### src/rtl/fetch_unit.sv
// Fetch stage: owns the PC, captures the same-cycle cache word and queues {pc, inst} for decode.
// Optional same-cycle queue bypass when empty is enabled with `define FETCH_BYPASS_EN.
module fetch_unit #(
  parameter int unsigned ADDR_WIDTH = 32,
  parameter int unsigned DATA_WIDTH = 32,
  parameter int unsigned DEPTH      = 4,
  parameter logic [ADDR_WIDTH-1:0] RESET_PC = '0
) (
  input  logic                    clk,
  input  logic                    reset,
  input  logic                    redirect_valid,
  input  logic [ADDR_WIDTH-1:0]   redirect_pc,
  output logic [ADDR_WIDTH-1:0]   pc_out,
  input  logic [DATA_WIDTH-1:0]   inst_in,
  output logic                    deq_valid,
  input  logic                    deq_ready,
  output logic [ADDR_WIDTH-1:0]   deq_pc,
  output logic [DATA_WIDTH-1:0]   deq_inst,
  output logic [$clog2(DEPTH):0]  count
);

  localparam int unsigned PTR_W = $clog2(DEPTH);
  localparam int unsigned CNT_W = PTR_W + 1;
  localparam logic [CNT_W-1:0] DEPTH_C = CNT_W'(DEPTH);

  typedef enum logic [1:0] {S_BOOT, S_RUN, S_FULL} state_e;

  state_e                  state_q, state_d;
  logic [ADDR_WIDTH-1:0]   pc_q, pc_d;
  logic [PTR_W-1:0]        head_q, head_d, tail_q, tail_d;
  logic [CNT_W-1:0]        count_q, count_d;
  logic [ADDR_WIDTH-1:0]   pc_mem   [DEPTH];
  logic [DATA_WIDTH-1:0]   inst_mem [DEPTH];

  logic fetch_en_c, bypass_c, pop_c, qpop_c, push_c, wr_c;

  // State register
  always_ff @(posedge clk or posedge reset) begin
    if (reset) state_q <= S_BOOT;
    else       state_q <= state_d;
  end

  // Next-state logic
  always_comb begin
    state_d = state_q;
    case (state_q)
      S_BOOT: state_d = S_RUN;
      S_RUN:  if (wr_c && !qpop_c && (count_q == DEPTH_C - CNT_W'(1))) state_d = S_FULL;
      S_FULL: if (pop_c || redirect_valid) state_d = S_RUN;
      default: state_d = S_BOOT;
    endcase
  end

  // FSM outputs
  always_comb begin
    fetch_en_c = (state_q != S_BOOT);
  end

`ifdef FETCH_BYPASS_EN
  assign bypass_c  = (state_q == S_RUN) && (count_q == '0) && !redirect_valid;
  assign deq_pc    = bypass_c ? pc_q    : pc_mem[head_q];
  assign deq_inst  = bypass_c ? inst_in : inst_mem[head_q];
`else
  assign bypass_c  = 1'b0;
  assign deq_pc    = pc_mem[head_q];
  assign deq_inst  = inst_mem[head_q];
`endif

  assign deq_valid = (count_q != '0) || bypass_c;
  assign pop_c     = deq_valid && deq_ready;
  assign qpop_c    = pop_c && !bypass_c;
  assign push_c    = fetch_en_c && !redirect_valid && ((count_q < DEPTH_C) || pop_c);
  // A bypassed pair that decode takes this cycle never lands in storage.
  assign wr_c      = push_c && !(bypass_c && deq_ready);

  // Pointer, occupancy and PC next-state
  always_comb begin
    pc_d    = pc_q;
    head_d  = head_q;
    tail_d  = tail_q;
    count_d = count_q;
    if (redirect_valid) begin
      pc_d    = {redirect_pc[ADDR_WIDTH-1:2], 2'b00};
      head_d  = '0;
      tail_d  = '0;
      count_d = '0;
    end else begin
      if (push_c) pc_d   = pc_q + ADDR_WIDTH'(4);
      if (wr_c)   tail_d = tail_q + PTR_W'(1);
      if (qpop_c) head_d = head_q + PTR_W'(1);
      count_d = count_q + CNT_W'(wr_c) - CNT_W'(qpop_c);
    end
  end

  always_ff @(posedge clk or posedge reset) begin
    if (reset) begin
      pc_q    <= RESET_PC;
      head_q  <= '0;
      tail_q  <= '0;
      count_q <= '0;
    end else begin
      pc_q    <= pc_d;
      head_q  <= head_d;
      tail_q  <= tail_d;
      count_q <= count_d;
    end
  end

  // Entry storage carries no reset
  always_ff @(posedge clk) begin
    if (wr_c) begin
      pc_mem[tail_q]   <= pc_q;
      inst_mem[tail_q] <= inst_in;
    end
  end

  assign pc_out = pc_q;
  assign count  = count_q;

endmodule

### config.mk
export PLATFORM = sky130hd
export DESIGN_NAME = fetch_unit
export DESIGN_NICKNAME = d
export VERILOG_FILES = /design/src/rtl/fetch_unit.sv
export SDC_FILE = /design/constraint.sdc
export NUM_CORES = 1
export LEC_CHECK = 0
export ABC_AREA = 1
export BUFFER_PORTS_ARGS = -buffer_cell sky130_fd_sc_hd__buf_4
export CORE_ASPECT_RATIO = 1.4
export CORE_UTILIZATION = 57
export CTS_CLUSTER_SIZE = 20
export DETAILED_ROUTE_END_ITERATION = 8
export GPL_ROUTABILITY_DRIVEN = 0
export PLACE_DENSITY = 0.79
export RECOVER_POWER = 25
export SLEW_MARGIN = 20
export SYNTH_ARGS = -nofsm -noshare
export SYNTH_HDL_FRONTEND = slang
export SYNTH_SLANG_ARGS = --single-unit
### constraint.sdc
create_clock -name clk -period 5.2 [get_ports clk]
set_input_delay 0.26 -clock clk [delete_from_list [all_inputs] [get_ports clk]]
set_output_delay 0.26 -clock clk [all_outputs]
set_load 0.005 [all_outputs]
==> key figures, run 1 <==
Global route
  • First-pass GRT wire length: 39.54 mm
  • Antenna violations before repair: 0
  • Largest net degree at the start of global routing: around 130
  • Total grt overflow: 0
  • Gr usage total: 0.2460
  • Vias in the first global route: roughly 7,700

CTS
  • CTS tree: yes
  • Post-CTS Resized: 0
  • CTS Buffer Depth: 3
  • CTS root buffer: clkbuf_16
  • CTS Buf Count: 26
  • H-tree Lvls: 1
  • Clock Latency Late Sink: between 0.5 and 0.6 ns
  • Register clock-pin slew on the reported worst setup and hold paths: approximately 0.070 ns
  • Clock Sinks: 287

Placement
  • HPWL after detailed placement: 14.89 mm
  • Place WS: approximately 2.6 ns
  • Number of port buffers: approximately 160
  • Placed Instance Area: between 10,000 and 15,000 µm²

Min path
  • Hold Path Stages: 3
  • Worst hold-check path type: in -> reg

Floorplanning
  • DIE WIDTH: approximately 120 µm
  • Initial Util: 0.5793
  • # rows: 62
  • Die Footprint: ~21,000 µm²
  • Core area: a little over 20,000 µm²
  • I/O Pins: approximately 170
  • Die Y: 172.4 µm

Setup path
  • Worst EP required: between 4 and 5 ns
  • CP Class: reg -> out
  • Crit path largest cell delay: between 0.5 and 0.6 ns
  • CP Cell Sequence: clkinv_2 -> buf_4 -> o21ai_0 -> o22ai_1 -> buf_4
  • Startpoint types: register
  • CP Capture Type: output pin
  • Most Frequent Cell on Critical Path: buf_4
  • Arrival @ worst endpoint: 2.53 ns
  • Slowest cell on crit path: buf_4
  • CP max FO: 57
  • R2r worst-path depth: 5

STA
  • Final critical-path required period: 2.788 ns
  • Final Skew: about 0.011 ns
  • Max-slew violations: 0
  • Peak Freq: 358.7 MHz
  • Final WS setup: 2.412 ns
  • Slew HR: 0.2694
  • Total negative setup slack: 0 ns
  • Slew of the pin with the lowest slew margin: between 1 and 1.5 ns
  • RSZ-0062 raised after global routing: false
  • WHS: roughly 0.015 ns
  • Fin crit share: 0.5361
  • Final setup fails: 0
  • Fin. Hold Viols: 0

Layout
  • Post-layout instance area: 14,500 µm²
  • Area Overhead vs Synth: 22.69%
  • Layout cell share with drive strength beyond 1: 0.1686
  • Diodes inserted: 0
  • Layout Nets: ~1,300

Logic synthesis
  • Mapped Cells: a little under 1,000
  • Post-Syn Area: approximately 12,000 µm²
  • Netlist cell types: 36
  • #FFs+latches synth: around 290
  • Mean Syn Cell Area: 11.99 µm²
  • Post-synthesis sequential area ratio: 0.7127
  • Yosys warnings: 0

Power and ir drop
  • Sequential Power Share: 0.467
  • Switching power: roughly 0.0023 W
  • Cell internal pwr: 0.004977 W
  • Peak supply drop: between 0.3 and 0.4 mV
  • Clock power share: 0.258
  • Combinational fraction of design power: 0.274
  • Leakage: 5.389 nW
  • Sw Ratio: 0.3137
  • Power per cell area: ~500 nW/µm²

Routing
  • Pre-Repair DR Iteration Count: 5
  • DRC viols: 0
  • Iter 0 DRT Violations: between 600 and 700
  • Routed len/inst: around 18 µm
  • Final wirelength: around 26 mm
  • Avg Vias per Cell: ~5.7
  • Antenna Nets Post-Route: 0
  • DR vias: about 8,300

Status
  • Status: finished clean

Job
  • MaxCap Viol Count: 0
==> metrics by stage <==
| step | total power, W | util | cells |
|---|---|---|---|
| 2_1_floorplan | 0.004405 | - | 989 |
| 3_3_place_gp | 0.005335 | 0.6474 | 1362 |
| 3_5_place_dp | 0.005401 | 0.6474 | 1362 |
| 4_1_cts | 0.007285 | 0.7164 | 1466 |
| 5_1_grt | 0.007608 | 0.7107 | 1466 |
| 6_report | 0.007252 | 0.7107 | 1466 |
==> cell families (layout without fill, tap and decap cells) <==
kind of cell,after synthesis,in the layout,synth area share
AOI/OAI and AO/OA,226,226,0.1084
other,1,4,0.0003173
adders and majority gates,9,9,0.01016
DFF,287,287,0.7127
and+or+nand+nor,361,361,0.1283
buffers and inverters,96,317,0.03568
xor gates and xnor gates,6,6,0.004446
==> worst paths after layout <==
kind / start / to / slack, ns
max: head_q[0] / deq_pc[11] / 2.41
min: redirect_pc[24] / pc_out[24] / 0.02
max reg2reg: state_q[0] / pc_mem[3][25] / 2.63
min reg2reg: tail_q[0] / tail_q[0] / 0.55
max in group asynchronous: reset / head_q[0] / 4.36
min in group asynchronous: reset / pc_out[30] / 0.43
==> state kept, by name (all words and copies together) (netlist names) <==
signal and flops:
state_q 2, tail_q 2, count 3, inst_mem 128, pc_mem 120, pc_out 30
head_q 2
==> power groups by stage <==
stage / registers, W / logic [W] / clock network, W
detailed placement: 0.00343 / 0.00197 / 0
global placement: 0.00341 / 0.00192 / 0
finish: 0.00339 / 0.00199 / 0.00187
floorplan: 0.00335 / 0.00105 / 0
global route: 0.00344 / 0.00220 / 0.00197
CTS: 0.00339 / 0.00201 / 0.00189
==> synth_stat cells, drive strengths merged <==
| cell | n | area [µm²] |
|---|---|---|
| a21boi | 3 | 22.52 |
| a21oi | 2 | 10.01 |
| a22oi | 14 | 105.1 |
| a31o | 1 | 8.760 |
| and2 | 3 | 18.77 |
| buf | 22 | 141.4 |
| clkbuf | 32 | 120.1 |
| conb | 1 | 3.750 |
| dfrtp | 39 | 975.9 |
| edfxtp | 248 | 7447 |
| fa | 1 | 20.02 |
| ha | 8 | 100.1 |
| inv | 42 | 160.1 |
| nand2 | 129 | 499.2 |
| nand3 | 46 | 230.2 |
| nand4 | 1 | 6.260 |
| nor2 | 179 | 743.2 |
| nor3 | 1 | 5.000 |
| nor3b | 1 | 7.510 |
| o211ai | 3 | 22.52 |
| o21ai | 133 | 665.6 |
| o21bai | 7 | 52.55 |
| o22ai | 63 | 394.1 |
| or2 | 1 | 6.260 |
| xnor2 | 2 | 17.52 |
| xor2 | 4 | 35.03 |
==> area by class of cell <==
class / count / area (µm²)
flip-flops and latches: 287 / 8428
fillers: 1426 / 5902
inverters: 42 / 161.4
clock buffers: 36 / 739.5
multi-input cells: 606 / 3015
well taps: 256 / 320.3
repair buffers: 227 / 1728
clock inverters: 12 / 107.6
==> metal layers <==
layer / routed length (µm) / GRT usage / share of wire / vias to the layer above
li1: - / - / - / 3921
met1: 10260 / 0.3138 / 0.39 / 4034
met2: 13540 / 0.4295 / 0.52 / 303
met3: 1612 / 0.02968 / 0.062 / 51
met4: 724 / 0.08853 / 0.028 / 0
met5: 0 / 0 / 0 / -
==> critical path: cells and delay by family, from the launching register on <==
kind	cells	cell delay [ns]
buffers and inverters	3	1.00
flip-flops	1	0.50
AO/OA/AOI/OAI	2	0.47
==> layout by cell type (no fill, tap or decap), drive strengths merged, types with 39 or more instances in the layout <==
master         n
edfxtp       248
nor2         179
buf          139
o21ai        133
nand2        129
clkbuf        68
o22ai         63
dlygate4sd3   56
nand3         46
inv           41
dfrtp         39
==> timing repair <==
action | CTS | global route
hold buffers | 56 | 0
setup buffers | 0 | 0
endpoints found under the setup margin | 0 | 0
hold endpoints to repair | 190 | 0
No activity file was read; power rests on OpenSTA's default activity.
==> run 2, diff against run 1 <==
--- a/config.mk
+++ b/config.mk
@@ -8,11 +8,11 @@
 export ABC_AREA = 1
 export BUFFER_PORTS_ARGS = -buffer_cell sky130_fd_sc_hd__buf_4
 export CORE_ASPECT_RATIO = 1.4
-export CORE_UTILIZATION = 57
+export CORE_UTILIZATION = 52
 export CTS_CLUSTER_SIZE = 20
 export DETAILED_ROUTE_END_ITERATION = 8
 export GPL_ROUTABILITY_DRIVEN = 0
-export PLACE_DENSITY = 0.79
+export PLACE_DENSITY = 0.76
 export RECOVER_POWER = 25
 export SLEW_MARGIN = 20
 export SYNTH_ARGS = -nofsm -noshare
==> constraint.sdc (replaced) <==
create_clock -name clk -period 2.55 [get_ports clk]
set_input_delay 0.1275 -clock clk [delete_from_list [all_inputs] [get_ports clk]]
set_output_delay 0.1275 -clock clk [all_outputs]
set_load 0.005 [all_outputs]
==> run 2 against run 1 <==
  * Final area grew 2.7%
  * Clock skew grew 0.0060 ns
  * Combinational power grew 110%
  * Setup slack lost 2.2 ns
  * Total power grew 110%
  * Global-route usage shrank 1.4 points
  * Register-to-register slack lost 2.4 ns
  * Critical path depth is the same
  * Non-clock buffer count grew 16
  * Clock power grew 120%
  * Die area grew 9.5%
  * First-iteration DRC count shrank 17%
  * Largest power group unchanged
  * Highest routed layer unchanged
==> key figures, run 2 (same netlist as run 1, synthesis figures left out) <==
CTS
  • Clock Sinks: 287 (unchanged)
  • CTS Buf Count: 26 (unchanged)
  • H-tree Lvls: 1 (unchanged)
  • CTS tree: yes
  • Post-CTS Resized: 0 (unchanged)
  • CTS root buffer: clkbuf_16
  • Clock Latency Late Sink: 0.52 ns (about the same)
  • Cts hold-fix bufs: 64 (+14%)
  • CTS Buffer Depth: 3 (unchanged)
  • Register clock-pin slew on the reported worst setup and hold paths: 0.07 ns (about the same)
  • Post-CTS setup buffers: 0 (unchanged)

Power and ir drop
  • Sequential Power Share: 0.454 (-0.013)
  • Peak supply drop: 0.7526 mV (+130%)
  • Cell internal pwr: 0.01059 W (+110%)
  • Sw Ratio: 0.3074 (-0.006285)
  • Power per cell area: 1026 nW/µm² (+110%)
  • Leakage: 5.534 nW (+2.7%)
  • Combinational fraction of design power: 0.276 (+0.002)
  • Clock power share: 0.270 (+0.012)
  • Switching power: 0.004701 W (+110%)

Global route
  • Antenna violations before repair: 0 (unchanged)
  • Gr usage total: 0.2321 (-0.01390)
  • Vias in the first global route: 8,151 (+5.5%)
  • Total grt overflow: 0 (unchanged)
  • Largest net degree at the start of global routing: 100 (-20%)
  • First-pass GRT wire length: 41.43 mm (+4.8%)

Floorplanning
  • Initial Util: 0.5348 (-0.04454)
  • Die Footprint: 23,340 µm² (+9.5%)
  • Core area: 22,100 µm² (+8.3%)
  • Die Y: 180.4 µm (+4.6%)
  • # rows: 64 (+3.2%)
  • I/O Pins: 168 (unchanged)
  • DIE WIDTH: 129.4 µm (+4.6%)

Setup path
  • Worst EP required: 2.42 ns (-2.52 ns)
  • CP max FO: 63 (+11%)
  • CP Capture Type: output pin
  • CP Cell Sequence: clkinv_2 -> buf_12 -> o21ai_0 -> o22ai_1 -> buf_4
  • Arrival @ worst endpoint: 2.22 ns (-0.31 ns)
  • CP delay by family, top: buffers and inverters
  • Startpoint types: register
  • Crit path largest cell delay: 0.62 ns (+0.07 ns)
  • CP Class: reg -> out
  • Slowest cell on crit path: dfrtp_4
  • Worst Path Buf+Inv: 3 (unchanged)

Routing
  • DRC viols: 0 (unchanged)
  • Routed len/inst: 17.68 µm (-0.85%)
  • Pre-Repair DR Iteration Count: 5 (unchanged)
  • Iter 0 DRT Violations: 511 (-17%)
  • Final wirelength: 26.92 mm (+3.0%)
  • Avg Vias per Cell: 5.464 (-3.6%)
  • DR vias: 8,321 (+0.14%)
  • Antenna Nets Post-Route: 0 (unchanged)

Placement
  • Number of port buffers: 161 (unchanged)
  • HPWL after detailed placement: 15.88 mm (+6.6%)
  • Placed Cells: 1,411 (+3.6%)

Layout
  • Most frequent cells in the layout: edfxtp_1 (248), nor2_1 (162), buf_4 (137), o21ai_0 (130), nand2_1 (125)
  • Layout cell share with drive strength beyond 1: 0.1754 (+0.006772)
  • Most common cell after layout, fill and taps aside: edfxtp_1
  • Post-Layout Cell Count: 1,523 (+3.9%)
  • Number of flip-flops in the largest register: 128 (unchanged)
  • Filler cells: 1,619 (+14%)
  • Largest register by flop count: inst_mem
  • Area Overhead vs Synth: 26.05%
  • Diodes inserted: 0 (unchanged)
  • Layout Nets: 1,283 (+1.3%)

STA
  • Peak Freq: about 430 MHz
  • Fin. Hold Viols: 0 (unchanged)
  • Slew of the pin with the lowest slew margin: 0.8702 ns (-0.2257 ns)
  • Total negative setup slack: 0 ns (unchanged)
  • RSZ-0062 raised after global routing: false
  • Final Skew: 0.01675 ns (+0.006030 ns)
  • Max-slew violations: 0 (unchanged)
  • Final critical-path required period: between 2 and 2.5 ns
  • Final setup fails: 0 (unchanged)
  • Slew HR: 0.4192 (+0.1498)
  • Fin crit share: 0.9211

Job
  • MaxCap Viol Count: 0 (unchanged)

Status
  • Status: finished clean

Min path
  • Worst hold-check path type: in -> reg
-- run 2: changes by cell type in the layout (fill, tap and decap cells not counted), sizes merged --
cell | before | now
bufinv | 2 | 5
clkinv | 11 | 6
clkbuf | 68 | 69
buf | 139 | 147
clkinvlp | 0 | 1
dlygate4sd3 | 56 | 64
-- run 2: path summary, 6_finish.rpt --
path	startpoint	end	slack (ns)	depth (start not counted)
setup / recovery	head_q[0]	deq_pc[10]	0.20	5
hold / removal	deq_ready	head_q[0]	0.04	4
setup reg to reg	count[2]	count[2]	0.22	10
hold reg to reg	tail_q[0]	tail_q[0]	0.54	1
max in group asynchronous	reset	pc_out[26]	1.44	4
min in group asynchronous	reset	pc_out[15]	0.35	3
-- run 2: per-stage QoR --
step                power (W)  utilization  worst slack, ns  area (µm²)  hold slack, ns
CTS                   0.01539       0.6795           0.1659       15020         0.03507
global placement      0.01108       0.6084           0.3127       13450          0.3272
finish                0.01529       0.6741           0.2012       14900         0.04047
detailed placement    0.01120       0.6084           0.2659       13450          0.3308
global route          0.01604       0.6741          0.06684       14900          0.1053
floorplan            0.008961            -          -0.3164       11840          0.2264
-- run 2: area by class of cell --
class | count | area [µm²] | area share
clock buffer | 37 | 743.2 | 0.04989
clock inverter | 11 | 188.9 | 0.01268
inverter | 42 | 161.4 | 0.01083
multi-input combinational | 606 | 3015 | 0.2024
sequential | 287 | 8428 | 0.5657
tap | 297 | 371.6 | 0.02494
timing repair buffer | 243 | 1989 | 0.1335
-- run 2: power groups by stage --
stage               sequential [W]  clock (W)  combinational, W
global route               0.00704    0.00436           0.00463
CTS                        0.00694    0.00418           0.00427
floorplan                  0.00680          0           0.00216
finish                     0.00694    0.00413           0.00422
detailed placement         0.00703          0           0.00417
global placement           0.00699          0           0.00409
-- run 2: metal layers --
metal / vias up / wire, µm / track usage
li1: 3954 / - / -
met1: 4034 / 10590 / 0.2748
met2: 284 / 14090 / 0.4226
met3: 49 / 1492 / 0.03266
met4: 0 / 746 / 0.08558
met5: - / 0 / 0
-- run 2: worst register-to-register path, cell delays in order (launching register included) --
cell and delay, ns:
dfrtp_1 0.44, nand2_1 0.14, nand2_2 0.09, nor2_8 0.37, ha_1 0.32, inv_1 0.05, ha_1 0.14, inv_1 0.05
fa_1 0.38, o21ai_0 0.17, a21oi_1 0.06
